File: src/rtl/fir_mac_prog_if.sv
// Sample/coefficient input and filtered output bundle for fir_mac_prog.
// master drives samples and coefficients; slave is the filter.
interface fir_mac_prog_if #(
  parameter int BW_in   = 4,
  parameter int BW_coef = 4,
  parameter int BW_out  = 8
);
  logic signed [BW_in-1:0]   x_in;
  logic                      in_valid;
  logic                      coef_load;
  logic signed [BW_coef-1:0] coef_in;
  logic signed [BW_out-1:0]  y_out;
  logic                      out_valid;
  logic                      busy;
  logic                      overrun;

  modport master (
    output x_in, in_valid, coef_load, coef_in,
    input  y_out, out_valid, busy, overrun
  );

  modport slave (
    input  x_in, in_valid, coef_load, coef_in,
    output y_out, out_valid, busy, overrun
  );
endinterface

File: src/rtl/fir_mac_prog.sv
// Programmable N-tap FIR using one time-multiplexed MAC; result N_TAPS edges after the sample edge.
// No backpressure: samples/loads arriving while busy (or a sample colliding with a load) are dropped and flagged in sticky overrun.
module fir_mac_prog #(
  parameter int N_TAPS  = 4,
  parameter int BW_in   = 4,
  parameter int BW_coef = 4,
  parameter int BW_out  = 8,
  parameter int SHIFT   = 0
) (
  input  logic           clk,
  input  logic           reset,
  fir_mac_prog_if.slave  bus
);
  localparam int PW = BW_in + BW_coef;
  localparam int AW = PW + $clog2(N_TAPS);
  localparam int RW = AW + 1;
  localparam int IW = $clog2(N_TAPS);
  localparam logic [IW-1:0]           LAST  = IW'(N_TAPS - 1);
  localparam logic signed [RW-1:0]    RND   = RW'((2 ** SHIFT) / 2);
  localparam logic signed [RW-1:0]    MAXV  = RW'((2 ** (BW_out - 1)) - 1);
  localparam logic signed [RW-1:0]    MINV  = -MAXV - RW'(1);
  localparam logic signed [BW_coef-1:0] H_M1 = '1;
  localparam logic signed [BW_coef-1:0] H_P1 = BW_coef'(1);

  typedef enum logic {IDLE, MAC} state_t;

  state_t                    state_q, state_d;
  logic signed [BW_in-1:0]   x_q [N_TAPS];
  logic signed [BW_in-1:0]   x_d [N_TAPS];
  logic signed [BW_coef-1:0] h_q [N_TAPS];
  logic signed [BW_coef-1:0] h_d [N_TAPS];
  logic [IW-1:0]             idx_q, idx_d;
  logic signed [AW-1:0]      acc_q, acc_d;
  logic signed [BW_out-1:0]  y_q, y_d;
  logic                      out_valid_q, out_valid_d;
  logic                      overrun_q, overrun_d;

  logic signed [PW-1:0]      prod;
  logic signed [AW-1:0]      acc_sum;
  logic signed [RW-1:0]      rnd;
  logic signed [RW-1:0]      shr;
  logic signed [BW_out-1:0]  y_sat;

  always_ff @(posedge clk) begin
    if (reset) state_q <= IDLE;
    else       state_q <= state_d;
  end

  always_comb begin
    state_d = state_q;
    case (state_q)
      IDLE: if (!bus.coef_load && bus.in_valid) state_d = MAC;
      MAC:  if (idx_q == LAST)                  state_d = IDLE;
      default: state_d = IDLE;
    endcase
  end

  // Operands are widened before multiplying so the product never wraps.
  always_comb begin
    prod    = PW'(x_q[idx_q]) * PW'(h_q[idx_q]);
    acc_sum = acc_q + AW'(prod);
    rnd     = RW'(acc_sum) + RND;
    shr     = rnd >>> SHIFT;
    if (shr > MAXV)      y_sat = BW_out'(MAXV);
    else if (shr < MINV) y_sat = BW_out'(MINV);
    else                 y_sat = BW_out'(shr);
  end

  always_comb begin
    x_d         = x_q;
    h_d         = h_q;
    idx_d       = idx_q;
    acc_d       = acc_q;
    y_d         = y_q;
    out_valid_d = 1'b0;
    overrun_d   = overrun_q;
    case (state_q)
      IDLE: begin
        if (bus.coef_load) begin
          for (int k = 0; k < N_TAPS - 1; k++) h_d[k] = h_q[k+1];
          h_d[N_TAPS-1] = bus.coef_in;
          if (bus.in_valid) overrun_d = 1'b1;
        end else if (bus.in_valid) begin
          for (int k = 1; k < N_TAPS; k++) x_d[k] = x_q[k-1];
          x_d[0] = bus.x_in;
          acc_d  = '0;
          idx_d  = '0;
        end
      end
      MAC: begin
        acc_d = acc_sum;
        idx_d = idx_q + IW'(1);
        if (bus.in_valid || bus.coef_load) overrun_d = 1'b1;
        if (idx_q == LAST) begin
          y_d         = y_sat;
          out_valid_d = 1'b1;
        end
      end
      default: ;
    endcase
  end

  // Reset coefficients give y[n] = x[n-1] - x[n].
  always_ff @(posedge clk) begin
    if (reset) begin
      for (int k = 0; k < N_TAPS; k++) begin
        x_q[k] <= '0;
        h_q[k] <= '0;
      end
      h_q[0]      <= H_M1;
      h_q[1]      <= H_P1;
      idx_q       <= '0;
      acc_q       <= '0;
      y_q         <= '0;
      out_valid_q <= 1'b0;
      overrun_q   <= 1'b0;
    end else begin
      x_q         <= x_d;
      h_q         <= h_d;
      idx_q       <= idx_d;
      acc_q       <= acc_d;
      y_q         <= y_d;
      out_valid_q <= out_valid_d;
      overrun_q   <= overrun_d;
    end
  end

  assign bus.y_out     = y_q;
  assign bus.out_valid = out_valid_q;
  assign bus.busy      = (state_q == MAC);
  assign bus.overrun   = overrun_q;
endmodule

File: src/flat_wrapper.sv
// flat-port wrapper written by rule: the top's interface ports become plain ports
module fir_mac_prog_flat 
#(
  parameter int N_TAPS  = 4,
  parameter int BW_in   = 4,
  parameter int BW_coef = 4,
  parameter int BW_out  = 8,
  parameter int SHIFT   = 0
)
  (clk, reset, bus_x_in, bus_in_valid, bus_coef_load, bus_coef_in, bus_y_out, bus_out_valid, bus_busy, bus_overrun);
  fir_mac_prog_if #(.BW_in(BW_in), .BW_coef(BW_coef), .BW_out(BW_out)) bus_i ();
  input  logic clk;
  input  logic reset;
  input wire logic [$bits(bus_i.x_in)-1:0] bus_x_in;
  input wire logic [$bits(bus_i.in_valid)-1:0] bus_in_valid;
  input wire logic [$bits(bus_i.coef_load)-1:0] bus_coef_load;
  input wire logic [$bits(bus_i.coef_in)-1:0] bus_coef_in;
  output wire logic [$bits(bus_i.y_out)-1:0] bus_y_out;
  output wire logic [$bits(bus_i.out_valid)-1:0] bus_out_valid;
  output wire logic [$bits(bus_i.busy)-1:0] bus_busy;
  output wire logic [$bits(bus_i.overrun)-1:0] bus_overrun;
  assign bus_i.x_in = bus_x_in;
  assign bus_i.in_valid = bus_in_valid;
  assign bus_i.coef_load = bus_coef_load;
  assign bus_i.coef_in = bus_coef_in;
  assign bus_y_out = bus_i.y_out;
  assign bus_out_valid = bus_i.out_valid;
  assign bus_busy = bus_i.busy;
  assign bus_overrun = bus_i.overrun;
  fir_mac_prog #(.N_TAPS(N_TAPS), .BW_in(BW_in), .BW_coef(BW_coef), .BW_out(BW_out), .SHIFT(SHIFT)) u_core (.clk(clk), .reset(reset), .bus(bus_i));
endmodule
File: config.mk
export PLATFORM = sky130hd
export DESIGN_NAME = fir_mac_prog_flat
export DESIGN_NICKNAME = d
export VERILOG_FILES = /design/src/rtl/fir_mac_prog_if.sv /design/src/rtl/fir_mac_prog.sv /design/src/flat_wrapper.sv
export SDC_FILE = /design/constraint.sdc
export NUM_CORES = 1
export LEC_CHECK = 0
export BUFFER_PORTS_ARGS = -buffer_cell sky130_fd_sc_hd__buf_2
export CORE_ASPECT_RATIO = 0.7
export CORE_MARGIN = 4
export CORE_UTILIZATION = 31
export CTS_CLUSTER_SIZE = 28
export DETAILED_ROUTE_END_ITERATION = 6
export PLACE_DENSITY = 0.46
export SLEW_MARGIN = 20
export SYNTH_ARGS = -nofsm -noshare
export SYNTH_HDL_FRONTEND = slang
export SYNTH_SLANG_ARGS = --single-unit
File: constraint.sdc
create_clock -name clk -period 8.6 [get_ports clk]
set_clock_uncertainty 0.15 [all_clocks]
set_input_delay 1.72 -clock clk [delete_from_list [all_inputs] [get_ports clk]]
set_output_delay 1.72 -clock clk [all_outputs]
set_load 0.01 [all_outputs]
==> qor.csv, run 1 <==
metric;value;unit
antenna-violating nets left;0;
status;finished, final reports clean;
Primary FF master, synth;dfxtp_1;
post-route setup TNS;0;ns
layout cell share with drive strength beyond 1;0.114;
register area;1100;um^2
# hold bufs at CTS;0;
routed wire length;7010;um
most instantiated library cell after synthesis;nand2_1;
Tightest Pin Transition;1.03;ns
die height;95.7;um
vias in the first global route;2328;
DR iter-0 viols;148;
RSZ-0062 raised after global routing;false;
CP top delay family;adder cells;
CTS H-tree depth;2;
DRC violation count after routing;0;
antenna violations before repair;0;
first-pass GRT wire length;11800;um
Clock transition at path regs;0.07;ns
Worst path max stage delay;0.75;ns
CP Max Fanout;10;
# setup viols final;0;
Startpoint Class;flop;
max frequency;181;MHz
Setup WS pre-CTS;3.08;ns
WL/cell;12.9;um
Post-Syn Nets;436;
fin crit share;0.644;
area of the multi-input gates;2040;um^2
Skew-Pair Late Insertion Delay;0.29;ns
Avg Inst Size Synth;8.86;um^2
clock root buffer;clkbuf_16;
CTS Buf Count;5;
final slew viol count;0;
Area Overhead vs Synth;10.0;%
top cells by count, synth;nand2_1, dfxtp_1, inv_1;
nets;446;
FILL cells;1114;
clk buf depth;2;
pwr/cell area;221;nW/um^2
Async SR Flop Fraction;0;
GP Congestion;0.698;
gr usage total;0.115;
gr ovfl total;0;
hpwl dp;5150;um
EDFF count, synth;0;
row count;31;
vias;2502;
DRT Pass-1 Iters;4;
input/output buffers;22;
clock sinks;55;
Max Cap Viol;0;
Leak;1.59;nW
Setup Fix Bufs, Post-CTS;0;
Post-Syn Instances;384;
Synth cell types;43;
Max IR drop VDD;0.0835;mV
core area;10500;um^2
CP Class;reg2reg;
Seq/Total Area, Yosys;0.324;
Critical Path RT;8.65;ns
post-route worst setup slack;3.06;ns
Synthesis Warnings;0;
Die ar.;12700;um^2
largest net degree at the start of global routing;56;
# diodes;0;
CTS tree;built;
crit end category;flop;
Chip Width;133;um
Starting Density;0.324;
Bufs and invs on worst path;2;
Worst Hold Class;reg2reg;
top cells by area, synth;dfxtp_1, fa_1, nand2_1;
PostCTS Resize Cnt;0;
post-synth top area share;0.324;
flops & latches, synth;55;
Vias/cell;4.61;
area leader, netlist;dfxtp_1;
fin crit period;5.54;ns
final hold vios;0;
Synth Cell Area;3400;um^2
Crit-path slowest cell;mux4_1;
Critical Path AT;5.59;ns
Rel. slew slack;0.308;
CP cell instances;mux4_1 -> mux2_2 -> ha_1 -> inv_1 -> fa_1 -> fa_1 -> inv_1 -> ha_1 -> nand3_1 -> nor2_1 -> or2_2 -> mux2_2 -> a211oi_4 -> nor2_2 -> a211oi_1;
IO Pins;23;
[area by class of cell]
cell class	instances	share of cell area
Multi-Input combinational cell	270	0.546
Sequential cell	55	0.294
Tap cell	148	0.0495
Inverter	38	0.0381
Clock buffer	5	0.0334
Timing Repair Buffer	24	0.0334
Clock inverter	3	0.00535
[sequential cells by signal, summed over array words and instances (netlist names)]
name / cells
u_core.h_q: 16
u_core.x_q: 16
u_core.acc_q: 10
u_core.bus.y_out: 8
u_core.idx_q: 2
u_core.bus.busy: 1
u_core.bus.out_valid: 1
u_core.bus.overrun: 1
[per-layer routing]
metal | up-vias | share of wire | track usage
li1 | 1292 | - | -
met1 | 1161 | 0.55 | 0.175
met2 | 47 | 0.39 | 0.164
met3 | 2 | 0.053 | 0.0295
met4 | 0 | 0.0036 | 0.0231
met5 | - | 0 | 0
[per-stage QoR]
step | util | instances | hold WS [ns] | power [W] | cell area [um^2]
after CTS | 0.356 | 543 | 0.305 | 0.000841 | 3740
after global routing | 0.356 | 543 | 0.324 | 0.000897 | 3740
after global placement | 0.342 | 535 | 0.289 | 0.000640 | 3600
final | 0.356 | 543 | 0.302 | 0.000827 | 3740
after floorplan | - | 384 | 0.279 | 0.000563 | 3400
after detailed placement | 0.342 | 535 | 0.295 | 0.000634 | 3600
[worst min-delay path: stages, from the launching register on]
cell and delay (ns):
dfxtp_1 0.31, nand2_1 0.05, a21oi_1 0.05
[worst paths after layout]
check / cells past startpoint / slack, ns / startpoint / end
max reg2reg: 15 / 3.06 / u_core.idx_q[0] / u_core.bus.y_out[5]
min reg2reg: 2 / 0.30 / u_core.bus.y_out[7] / u_core.bus.y_out[7]
min: 2 / 0.30 / u_core.bus.y_out[7] / u_core.bus.y_out[7]
max: 15 / 3.06 / u_core.idx_q[0] / u_core.bus.y_out[5]
[where the power goes]
part	internal [W]	switching, W
Clock	0.000108	0.0000930
Sequential	0.000267	0.00000986
Combinational	0.000144	0.000206
[cell families after synthesis]
group,synth area share
buffers and inverters,0.0757
adder cells (fa/ha/maj),0.187
AND/OR/NAND/NOR,0.198
flip-flops,0.324
AO/OA/AOI/OAI,0.119
XOR/XNOR,0.0246
multiplexers,0.0721
[cell usage in the layout, fill, tap and decap left out, types with 3 or more instances in the layout]
master,synthesis,final
a21oi_1,33,33
mux4_1,6,6
nor2b_1,4,4
and2_1,10,10
clkbuf_16,0,5
and2_2,3,3
nand2_1,75,75
nor2_1,28,28
a22oi_1,10,10
fa_1,18,18
inv_1,38,38
o21ai_0,7,7
nand3b_1,10,10
ha_1,22,22
nor3_1,4,4
xnor2_1,6,6
buf_2,2,22
dfxtp_1,55,55
a211oi_1,3,3
No activity file was read; power rests on OpenSTA's default activity.
==> inputs of run 2 (changes only) <==
--- a/config.mk
+++ b/config.mk
@@ -11,7 +11,7 @@
 export CORE_UTILIZATION = 31
 export CTS_CLUSTER_SIZE = 28
 export DETAILED_ROUTE_END_ITERATION = 6
-export PLACE_DENSITY = 0.46
+export PLACE_DENSITY = 0.48
 export SLEW_MARGIN = 20
 export SYNTH_ARGS = -nofsm -noshare
 export SYNTH_HDL_FRONTEND = slang
==> constraint.sdc (replaced) <==
create_clock -name clk -period 4.5 [get_ports clk]
set_clock_uncertainty 0.15 [all_clocks]
set_input_delay 0.9 -clock clk [delete_from_list [all_inputs] [get_ports clk]]
set_output_delay 0.9 -clock clk [all_outputs]
set_load 0.01 [all_outputs]
==> qor.csv, run 2 (synthesis gave the netlist of run 1 again) <==
metric;value;unit;change
CTS tree;built;;unchanged
IO Pins;23;;unchanged
failing checks;negative setup slack;;
vias;2649;;was 2502
input/output buffers;22;;unchanged
first-pass GRT wire length;13400;um;was 11800 um
crit end category;flop;;unchanged
CP Max Fanout;4;;was 10
WL/cell;13.6;um;was 12.9 um
Max Cap Viol;0;;unchanged
Clock transition at path regs;0.07;ns;about the same
routed wire length;7910;um;was 7010 um
Max IR drop VDD;0.151;mV;was 0.0835 mV
RSZ-0062 raised after global routing;true;;was false
biggest regs;u_core.h_q (16), u_core.x_q (16), u_core.acc_q (10);;unchanged
flop-to-flop setup slack;-0.25;ns;was 3.06 ns
largest net degree at the start of global routing;56;;unchanged
most common cell after layout, fill and taps aside;nand2_1;;unchanged
worst reg2reg path startpoint;u_core.idx_q[0];;unchanged
core area;10500;um^2;unchanged
final slew viol count;0;;unchanged
Final Cell Area;4280;um^2;was 3740 um^2
Startpoint Class;flop;;unchanged
Tightest Pin Transition;1.07;ns;was 1.03 ns
Critical Path RT;4.57;ns;was 8.65 ns
DRT Pass-1 Iters;4;;unchanged
die height;95.7;um;unchanged
GP Congestion;0.763;;was 0.698
Critical Path Sink;u_core.bus.y_out[0];;was u_core.bus.y_out[5]
Area Overhead vs Synth;25.8;%;was 10.0%
Die ar.;12700;um^2;unchanged
fin crit share;1.06;;was 0.644
clk buf depth;2;;unchanged
# setup viols final;10;;was 0
CP Launch Point;u_core.idx_q[0];;unchanged
post-route worst setup slack;-0.252;ns;was 3.06 ns
status;complete, but fails checks;;was finished, final reports clean
Skew-Pair Late Insertion Delay;0.29;ns;about the same
Rel. slew slack;0.286;;was 0.308
Worst Reg2Reg Path Length in Cells;17;;was 15
Crit-path slowest cell;mux4_2;;was mux4_1
# diodes;0;;unchanged
Chip Width;133;um;unchanged
Worst path max stage delay;0.54;ns;was 0.75 ns
CP cell instances;buf_4 -> mux4_2 -> nand2b_4 -> fa_1 -> fa_1 -> fa_1 -> inv_2 -> fa_2 -> a211oi_2 -> o21bai_2 -> buf_4 -> nor4b_2 -> mux2i_1 -> nand4_1 -> buf_4 -> nand2_4 -> o21ai_1;;was mux4_1 -> mux2_2 -> ha_1 -> inv_1 -> fa_1 -> fa_1 -> inv_1 -> ha_1 -> nand3_1 -> nor2_1 -> or2_2 -> mux2_2 -> a211oi_4 -> nor2_2 -> a211oi_1
clock sinks;55;;unchanged
clock root buffer;clkbuf_16;;unchanged
R2R Path End;u_core.bus.y_out[0];;was u_core.bus.y_out[5]
gr ovfl total;0;;unchanged
Inst Count DP;568;;was 535
row count;31;;unchanged
vias in the first global route;2599;;was 2328
Vias/cell;4.55;;was 4.61
DRC violation count after routing;0;;unchanged
final hold vios;0;;unchanged
Worst Hold Path Cells;2;;unchanged
antenna-violating nets left;0;;unchanged
antenna violations before repair;0;;unchanged
max frequency;210;MHz;was 181 MHz
Starting Density;0.324;;unchanged
Worst Hold Class;reg2reg;;unchanged
final instance count without filler cells;582;;was 543
most frequent cells in the layout;nand2_1, dfxtp_1, buf_4;;was nand2_1, dfxtp_1, inv_1
post-route setup TNS;-1.91;ns;was 0 ns
CP Class;reg2reg;;unchanged
fin crit period;4.75;ns;was 5.54 ns
DR iter-0 viols;166;;was 148
Critical Path AT;4.82;ns;was 5.59 ns
CTS H-tree depth;2;;unchanged
hpwl dp;5810;um;was 5150 um
gr usage total;0.131;;was 0.115
pwr/cell area;473;nW/um^2;was 221 nW/um^2
CTS Buf Count;5;;unchanged
# hold bufs at CTS;0;;unchanged
DP Area;3960;um^2;was 3600 um^2
Leak;1.81;nW;was 1.59 nW
nets;487;;was 446
layout cell share with drive strength beyond 1;0.309;;was 0.114
-- run 2: changes by cell type in the layout (fill, tap and decap cells not counted), sizes merged --
cell	previous run	this run
buf	24	65
clkinv	1	0
clkinvlp	2	0
clkbuf	5	6
-- run 2: repair_timing --
item | 4_1_cts | 5_1_grt
gates resized for setup | 15 | 24
setup endpoints to repair | 10 | 12
pin swaps | 11 | 26
hold endpoints to repair | 0 | 0
setup buffers | 2 | 6
-- run 2: cell type report --
type / instances / area (um^2)
inverter: 38 / 143
timing repair buffer: 65 / 458
tap: 148 / 185
fill: 1063 / 6230
multi-input combinational: 270 / 2270
clock buffer: 6 / 129
sequential: 55 / 1100
-- run 2: per-layer routing --
metal / track usage / share of wire
met5: 0 / 0
met4: 0.0171 / 0.0039
met3: 0.0295 / 0.027
met2: 0.190 / 0.41
met1: 0.203 / 0.56
-- run 2: worst max-delay path, delay by kind of cell, from the launching register on --
family | cells | cell delay (ns)
buf+inv | 4 | 0.53
fa+ha+maj | 4 | 1.86
compound gates | 3 | 0.53
flops | 1 | 0.36
simple gates | 4 | 0.61
mux | 2 | 0.64
-- run 2: where the power goes --
group,switching (W),total (W),internal (W)
clock network,0.000170,0.000371,0.000201
logic,0.000549,0.00112,0.000576
registers,0.0000199,0.000530,0.000510
-- run 2: worst min-delay path by stage --
stage	to	slack, ns	from
finish	u_core.x_q[3]	0.31	u_core.x_q[3]
global route	u_core.x_q[3]	0.34	u_core.x_q[3]
CTS	u_core.x_q[2]	0.31	u_core.x_q[2]
detailed placement	u_core.x_q[2]	0.30	u_core.x_q[2]
global placement	u_core.x_q[2]	0.29	u_core.x_q[2]
floorplan	u_core.h_q[12]	0.28	u_core.h_q[12]
-- run 2: metrics by stage --
step	hold WS [ns]	total power, W	setup slack (ns)	utilization
after global placement	0.291	0.00150	-0.189	0.377
after global routing	0.338	0.00217	-0.477	0.407
after floorplan	0.282	0.00115	-0.0536	-
after CTS	0.307	0.00193	-0.259	0.394
final	0.305	0.00203	-0.252	0.407
after detailed placement	0.297	0.00150	-0.231	0.377
==> inputs of run 3 (changes only) <==
--- a/config.mk
+++ b/config.mk
@@ -8,10 +8,10 @@
 export BUFFER_PORTS_ARGS = -buffer_cell sky130_fd_sc_hd__buf_2
 export CORE_ASPECT_RATIO = 0.7
 export CORE_MARGIN = 4
-export CORE_UTILIZATION = 31
+export CORE_UTILIZATION = 45
 export CTS_CLUSTER_SIZE = 28
 export DETAILED_ROUTE_END_ITERATION = 6
-export PLACE_DENSITY = 0.48
+export PLACE_DENSITY = 0.65
 export SLEW_MARGIN = 20
 export SYNTH_ARGS = -nofsm -noshare
 export SYNTH_HDL_FRONTEND = slang
==> qor.csv, run 3 (synthesis gave the netlist of run 1 again) <==
metric;value;unit;change
final hold vios;0;;unchanged
Chip Width;112;um;was 133 um
Vias/cell;5.05;;was 4.55
status;complete, but fails checks;;unchanged
most frequent cells in the layout;nand2_1, dfxtp_1, buf_4;;unchanged
CTS H-tree depth;2;;unchanged
Clock transition at path regs;0.11;ns;was 0.07 ns
flop-to-flop setup slack;-0.22;ns;was -0.25 ns
Skew-Pair Late Insertion Delay;0.32;ns;was 0.29 ns
R2R Path End;u_core.bus.y_out[4];;was u_core.bus.y_out[0]
die height;80.8;um;was 95.7 um
row count;26;;was 31
routed wire length;7320;um;was 7910 um
Top cell by count, worst path;fa_1;;
fin crit share;1.05;;was 1.06
Die ar.;9040;um^2;was 12700 um^2
DRT Pass-1 Iters;4;;unchanged
Hold Path End;u_core.x_q[3];;unchanged
DR iter-0 viols;99;;was 166
Crit-path slowest cell;mux4_2;;unchanged
RSZ-0062 raised after global routing;true;;unchanged
Startpoint Class;flop;;unchanged
Worst Reg2Reg Path Length in Cells;17;;unchanged
clock sinks;55;;unchanged
gr ovfl total;0;;unchanged
fin crit period;4.72;ns;was 4.75 ns
core area;7320;um^2;was 10500 um^2
Critical Path RT;4.57;ns;about the same
Max Used Layer;met4;;unchanged
Comb pwr share;0.535;;was 0.555
input/output buffers;22;;unchanged
CTS Buf Count;5;;unchanged
WL/cell;13.8;um;was 13.6 um
Tightest Pin Transition;1.03;ns;was 1.07 ns
CP Launch Point;u_core.idx_q[0];;unchanged
met2 WL;3150;um;was 3260 um
CP Max Fanout;7;;was 4
CP cell instances;buf_12 -> mux4_2 -> nand2_2 -> inv_2 -> fa_1 -> inv_1 -> fa_1 -> fa_1 -> inv_2 -> ha_4 -> a21oi_4 -> nor2_4 -> o211a_1 -> or3_4 -> a211oi_4 -> nor2_2 -> a211oi_1;;was buf_4 -> mux4_2 -> nand2b_4 -> fa_1 -> fa_1 -> fa_1 -> inv_2 -> fa_2 -> a211oi_2 -> o21bai_2 -> buf_4 -> nor4b_2 -> mux2i_1 -> nand4_1 -> buf_4 -> nand2_4 -> o21ai_1
Critical Path AT;4.80;ns;was 4.82 ns
max frequency;212;MHz;was 210 MHz
first-pass GRT wire length;12600;um;was 13400 um
most common cell after layout, fill and taps aside;nand2_1;;unchanged
DRC violation count after routing;0;;unchanged
Worst Hold Class;reg2reg;;unchanged
clock root buffer;clkbuf_8;;was clkbuf_16
Max IR drop VDD;0.173;mV;was 0.151 mV
internal power component;0.00119;W;was 0.00129 W
Max Cap Viol;0;;unchanged
Psw;0.000693;W;was 0.000739 W
Leak;1.78;nW;was 1.81 nW
antenna violations before repair;0;;unchanged
hpwl dp;5380;um;was 5810 um
layout cell share with drive strength beyond 1;0.284;;was 0.309
crit end category;flop;;unchanged
worst reg2reg path startpoint;u_core.idx_q[0];;unchanged
Clock power frac;0.186;;was 0.183
IO Pins;23;;unchanged
Worst Hold Path Cells;2;;unchanged
vias;2682;;was 2649
CTS tree;built;;unchanged
Net Sw Frac;0.368;;was 0.365
Rel. slew slack;0.311;;was 0.286
Min-Delay Startpoint;u_core.x_q[3];;unchanged
largest net degree at the start of global routing;56;;unchanged
DRT met1 WL;3760;um;was 4410 um
# hold bufs at CTS;0;;unchanged
hold slack;0.311;ns;was 0.305 ns
Area Overhead vs Synth;21.8;%;was 25.8%
CP Class;reg2reg;;unchanged
GP Congestion;0.861;;was 0.763
# diodes;0;;unchanged
clk buf depth;2;;unchanged
FILL cells;658;;was 1063
Starting Density;0.465;;was 0.324
nets;484;;was 487
routed wl met3;369;um;was 214 um
vias in the first global route;2628;;was 2599
gr usage total;0.172;;was 0.131
Final Total Pwr;0.00188;W;was 0.00203 W
pwr/cell area;455;nW/um^2;was 473 nW/um^2
biggest regs;u_core.h_q (16), u_core.x_q (16), u_core.acc_q (10);;unchanged
antenna-violating nets left;0;;unchanged
post-route worst setup slack;-0.224;ns;was -0.252 ns
failing checks;negative setup slack;;unchanged
# setup viols final;10;;unchanged
final slew viol count;0;;unchanged
register share of total power;0.279;;was 0.262
Worst path max stage delay;0.56;ns;was 0.54 ns
[run 3: cell types whose count changed in the layout (fill, tap and decap cells not counted), sizes merged]
cell	before	now
buf	65	62
bufinv	0	1
inv	38	39
[run 3: metal layers]
metal | track usage | vias up
li1 | - | 1357
met1 | 0.249 | 1265
met2 | 0.258 | 55
met3 | 0.0439 | 5
met4 | 0.0420 | 0
met5 | 0 | -
[run 3: power by group through the flow]
stage	Combinational, W	Sequential, W	Clock, W
detailed placement	0.000887	0.000536	0
finish	0.00101	0.000526	0.000350
global placement	0.000875	0.000536	0
global route	0.00111	0.000529	0.000378
floorplan	0.000619	0.000532	0
CTS	0.000940	0.000525	0.000361
[run 3: repair_timing]
item | CTS | global route
resized for setup | 15 | 11
endpoints found under the setup margin | 10 | 12
setup buffers | 5 | 2
pin swaps | 12 | 11
cloned | 0 | 0
[run 3: layout make-up]
cell class / count / area [um^2] / share of cell area
multi-input cells: 270 / 2230 / 0.538
flip-flops and latches: 55 / 1100 / 0.266
repair buffers: 62 / 427 / 0.103
inverters: 38 / 143 / 0.0344
well taps: 98 / 123 / 0.0296
clock buffers: 6 / 82.6 / 0.0199
clock inverters: 2 / 38.8 / 0.00936
[run 3: worst max-delay path: cells and delay by family, from the launching register on]
kind	cells	cell delay, ns
adders and majority gates	4	1.66
AOI/OAI and AO/OA	4	0.88
and+or+nand+nor	4	0.65
muxes	1	0.56
DFF	1	0.37
buffers and inverters	4	0.33
[run 3: worst max path at each step]
stage,end,slack (ns)
2_1_floorplan,u_core.bus.y_out[4],-0.05
3_3_place_gp,u_core.bus.y_out[5],-0.15
3_5_place_dp,u_core.bus.y_out[5],-0.22
4_1_cts,u_core.bus.y_out[1],-0.17
5_1_grt,u_core.bus.y_out[1],-0.37
6_report,u_core.bus.y_out[4],-0.22
[run 3: per-stage QoR]
| step | TNS [ns] | util | area [um^2] | setup slack [ns] | std cells |
|---|---|---|---|---|---|
| after detailed placement | -1.72 | 0.529 | 3870 | -0.223 | 516 |
| after floorplan | -0.205 | - | 3500 | -0.0536 | 384 |
| final | -1.65 | 0.566 | 4150 | -0.224 | 531 |
| after global routing | -3.43 | 0.566 | 4150 | -0.373 | 531 |
| after CTS | -1.35 | 0.557 | 4080 | -0.170 | 529 |
| after global placement | -1.09 | 0.529 | 3870 | -0.146 | 516 |
